===== config.mk =====
export PLATFORM = sky130hd
export DESIGN_NAME = twos_to_signmag
export DESIGN_NICKNAME = d
export VERILOG_FILES = /design/src/rtl/twos_pkg.sv /design/src/rtl/serial_neg_cell.sv /design/src/rtl/twos_to_signmag.sv
export SDC_FILE = /design/constraint.sdc
export NUM_CORES = 1
export LEC_CHECK = 0
export ABC_CLOCK_PERIOD_IN_PS = 2050
export BUFFER_PORTS_ARGS = -buffer_cell sky130_fd_sc_hd__buf_2
export CAP_MARGIN = 5
export CORE_MARGIN = 1.5
export CORE_UTILIZATION = 58
export CTS_BUF_LIST = sky130_fd_sc_hd__clkbuf_4 sky130_fd_sc_hd__clkbuf_8 sky130_fd_sc_hd__clkbuf_16
export DETAILED_ROUTE_END_ITERATION = 8
export PLACE_DENSITY = 0.83
export SYNTH_ARGS = -nofsm -noshare
export SYNTH_HDL_FRONTEND = slang
export SYNTH_SLANG_ARGS = --single-unit
export TNS_END_PERCENT = 10

===== constraint.sdc =====
create_clock -name CLK -period 2.05 [get_ports CLK]
set_input_delay 0.205 -clock CLK [delete_from_list [all_inputs] [get_ports CLK]]
set_output_delay 0.205 -clock CLK [all_outputs]
set_load 0.01 [all_outputs]

===== src/rtl/twos_pkg.sv =====
// twos_pkg: shared state encodings and default operand width for the two's-complement datapath.
package twos_pkg;
  localparam int DEF_WIDTH = 8;
  typedef enum logic [1:0] {
    ST_IDLE  = 2'd0,
    ST_SHIFT = 2'd1,
    ST_DONE  = 2'd2
  } state_t;
endpackage


===== src/rtl/serial_neg_cell.sv =====
// serial_neg_cell: one step of the LSB-first negation rule.
// Bits are copied up to and including the first 1, then inverted.
module serial_neg_cell (
  input  logic b,
  input  logic seen_one,
  output logic o,
  output logic seen_one_next
);
  assign o = seen_one ? ~b : b;
  assign seen_one_next = seen_one | b;
endmodule


===== src/rtl/twos_to_signmag.sv =====
// twos_to_signmag: decode a two's-complement operand into sign and magnitude.
// Negative operands are negated bit-serially, so their magnitude takes WIDTH extra cycles.
module twos_to_signmag
  import twos_pkg::*;
#(
  parameter int WIDTH = DEF_WIDTH,
  parameter int CNT_W = $clog2(WIDTH + 1)
) (
  input  logic             CLK,
  input  logic             RESET,
  input  logic             IN_VALID,
  output logic             IN_READY,
  input  logic [WIDTH-1:0] IN,
  output logic             OUT_VALID,
  input  logic             OUT_READY,
  output logic             SIGN,
  output logic [WIDTH-1:0] MAGNITUDE,
  output logic             IS_MIN
);
  localparam logic [WIDTH-1:0] MIN_VAL = {1'b1, {(WIDTH-1){1'b0}}};
  state_t           state;
  logic [WIDTH-1:0] shreg;
  logic [CNT_W-1:0] cnt;
  logic             seen_one;
  logic             o;
  logic             seen_one_next;
  serial_neg_cell u_cell (
    .b            (shreg[0]),
    .seen_one     (seen_one),
    .o            (o),
    .seen_one_next(seen_one_next)
  );
  assign IN_READY  = state == ST_IDLE;
  assign OUT_VALID = state == ST_DONE;
  always_ff @(posedge CLK or negedge RESET) begin
    if (!RESET) begin
      state     <= ST_IDLE;
      SIGN      <= 1'b0;
      MAGNITUDE <= '0;
      IS_MIN    <= 1'b0;
      shreg     <= '0;
      cnt       <= '0;
      seen_one  <= 1'b0;
    end else begin
      case (state)
        ST_IDLE: if (IN_VALID) begin
          SIGN   <= IN[WIDTH-1];
          IS_MIN <= IN == MIN_VAL;
          if (IN[WIDTH-1]) begin
            shreg    <= IN;
            cnt      <= '0;
            seen_one <= 1'b0;
            state    <= ST_SHIFT;
          end else begin
            MAGNITUDE <= IN;
            state     <= ST_DONE;
          end
        end
        ST_SHIFT: begin
          seen_one  <= seen_one_next;
          MAGNITUDE <= {o, MAGNITUDE[WIDTH-1:1]};
          shreg     <= shreg >> 1;
          cnt       <= cnt + 1'b1;
          if (cnt == CNT_W'(WIDTH - 1)) state <= ST_DONE;
        end
        ST_DONE: if (OUT_READY) state <= ST_IDLE;
        default: state <= ST_IDLE;
      endcase
    end
  end
endmodule


==> run_results.csv <==
group,metric,value,unit
status,status,"finished, final reports clean",
drt,wirelength,2450,um
hold_path,hold_path.class,"input pin to register",
synthesis,syn_inst,113,
synthesis,synth-simple-area-share,14.8,%
synthesis,synth_top_family_by_area,"multiplexers",
synthesis,synth_edf_count,0,
critical_path,arrival,1.89,ns
critical_path,endpoint_kind,"register",
floorplan,start_util,60.6,%
synthesis,yosys.area_share.adder,1.89,%
drt,drc_errors,0,
synthesis,synth_fp_nets,127,
sta,hold_viol,0,
floorplan,die_area,2580,um2
global_route,antenna_found_initial,0,
cts,cts-root-buf,"clkbuf_4",
power_and_ir_drop,clkPwrFrac,11.8,%
cts,cts_hold_buf,1,
sta,rsz0062_at_grt,"no",
finish,final_layout_size_suffix_gt1_share,36.3,%
synthesis,syn_avg_cell_area,11.7,um2
global_route,grt_max_degree,26,
sta,relSlewSlack,63.1,%
placement,globalplace.congestion,0.714,
cts,cts_sinks,25,
sta,fin_ws,0.380,ns
power_and_ir_drop,power.density,1370,nW/um2
synthesis,synthTopCellsByArea,"dfrtp_1 47%, mux2_4 7.9%, mux2_2 6.8%",
placement,dp_hpwl,1750,um
synthesis,synthXorXnorAreaFrac,0,%
critical_path,path_max_fanout,10,
synthesis,synth_ff_type,"dfrtp_1",
finish,n_fill_cell,173,
sta,holdWs,0.164,ns
finish,utilization,66.1,%
synthesis,seq_area_frac_synth,47.1,%
floorplan,die_y,50.8,um
flow_run,maxCapViolCount,0,
sta,finalSetupTns,0,ns
cts,numCtsBuffers,3,
power_and_ir_drop,peakVddDrop,0.874,mV
drt,drt-initial-drc-count,16,
finish,nets,150,
global_route,grt_pass1_wl,4070,um
drt,vias_per_cell,5.56,
critical_path,cp_data_required_time,2.27,ns
sta,worstMarginPinSlew,0.553,ns
power_and_ir_drop,sw_frac_of_total,37.2,%
placement,preCtsSetupSlack,0.411,ns
critical_path,crit_type,"register to register",
cts,clkSlewWorstSetupHoldPaths,0.13,ns
cts,cts.path.max_buffers,2,
cts,cts_resized,0,
power_and_ir_drop,combPwrFrac,42.5,%
synthesis,synth_cell_types,31,
global_route,grt_usage,21.7,%
floorplan,die_w,50.8,um
sta,skew,0.00449,ns
drt,first_pass_iters,4,
sta,min_period_over_period,81.4,%
global_route,overflow,0,
power_and_ir_drop,p_int,1250,uW
sta,fin_crit,1.67,ns
global_route,first_global_vias,867,
finish,n_antenna_cell,0,
synthesis,synth_seq_cells,25,
critical_path,worstSetupStartpointType,"register",
synthesis,synth_area,1330,um2
power_and_ir_drop,p_seq_share,45.7,%
critical_path,reg2reg_depth,3,
drt,final_antenna_net_count,0,
synthesis,yosys.area.top_type_share,47.1,%
cts,post-cts-setup-buffers,0,
sta,maxSlewViolCount,0,
sta,clock.fmax,599,MHz
floorplan,io_pins,24,
hold_path,holdPathStages,3,
placement,port_buffers,23,
cts,cts_tree,"yes",
synthesis,synthMuxAreaShare,20.0,%
cts,clkLatencyLatePin,0.32,ns
drt,wire_per_inst,15.0,um
sta,finalSetupViolCount,0,
power_and_ir_drop,leakage,0.000666,uW
floorplan,rows,17,
synthesis,ys_async_sr_fraction,100,%
synthesis,yosysTopAreaCell,"dfrtp_1",
cts,cts-htree-levels,1,
floorplan,core_area,2190,um2
synthesis,synth_compound_area_share,8.67,%
synthesis,yosys_warnings,0,
drt,num_vias,907,
power_and_ir_drop,power.switching,737,uW
finish,syn_to_final_growth,9.05,%
[metrics by stage]
step	cells	total power, uW	area [um2]
after floorplan	113	1580	1330
after global placement	158	1700	1410
after detailed placement	158	1770	1410
after CTS	163	2000	1450
after global routing	163	2130	1450
final	163	1980	1450
[power by group through the flow]
stage,clock network [uW],logic [uW],registers (uW)
after floorplan,0,696,885
after global placement,0,806,893
after detailed placement,0,849,918
after CTS,237,855,905
after global routing,258,933,935
final,234,842,906
[cells in the mapped netlist, types with 2 or more instances]
cell      instances
dfrtp_1          25
nand2_1          16
o21ai_0           9
mux2_2            8
mux2_4            7
mux2i_1           7
buf_6             4
inv_1             4
nand2b_1          3
nand3_1           3
o21ai_1           3
a21o_1            2
buf_4             2
ha_1              2
nand3b_1          2
[metal layers]
metal  global-route usage, %  vias to the layer above  share of wire, %
met3                    3.51                        4               3.4
met5                       0                        -                 0
met4                    9.46                        0               1.3
met1                    27.8                      449                45
met2                    36.6                       20                50
li1                        -                      434                 -
[registers in the layout, summed over array words and instances, names as in the netlist]
| name | flops |
|---|---|
| MAGNITUDE | 8 |
| shreg | 8 |
| cnt | 4 |
| state | 2 |
| IS_MIN | 1 |
| SIGN | 1 |
| seen_one | 1 |
[cells in the final DEF, fill, tap and decap left out]
cell	instances
dfrtp_1	25
buf_2	23
nand2_1	16
o21ai_0	9
mux2_2	8
mux2_4	7
mux2i_1	7
inv_1	4
clkbuf_4	4
nand2b_1	3
o21ai_1	3
nand3_1	3
nand3b_1	2
a21o_1	2
ha_1	2
buf_4	2
nor2b_1	1
nor4bb_4	1
nor2b_4	1
a21oi_2	1
o21ai_2	1
or3b_2	1
nor4b_1	1
nor4_1	1
nand4b_1	1
o21a_1	1
or3_1	1
o22ai_1	1
o311ai_1	1
nor2_1	1
dlygate4sd3_1	1
[logic make-up (layout without fill, tap and decap cells)]
group,Yosys count,in the layout
AND/OR/NAND/NOR,33,33
flip-flops,25,25
multiplexers,22,22
AO/OA/AOI/OAI,19,19
buffers and inverters,12,34
adder cells (fa/ha/maj),2,2
[worst paths after layout]
check | start | end | slack (ns)
max | state[0] | MAGNITUDE[6] | 0.38
min | OUT_READY | state[1] | 0.16
max reg2reg | state[0] | MAGNITUDE[6] | 0.38
min reg2reg | IS_MIN | IS_MIN | 0.49
max in group asynchronous | RESET | SIGN | 1.30
min in group asynchronous | RESET | MAGNITUDE[7] | 0.39
[layout make-up]
| class | instances | area (um2) | share of cell area, % |
|---|---|---|---|
| sequential | 25 | 626 | 43.2 |
| tap | 28 | 35.0 | 2.42 |
| inverter | 4 | 15.0 | 1.04 |
| multi-input combinational | 76 | 602 | 41.6 |
| clock buffer | 4 | 30.0 | 2.07 |
| timing repair buffer | 26 | 140 | 9.68 |
[worst max-delay path: stages (launching register included)]
cell and delay (ns):
dfrtp_1 0.56, nor2b_4 0.40, mux2_4 0.34, mux2_2 0.27
No activity file was read; power rests on OpenSTA's default activity.
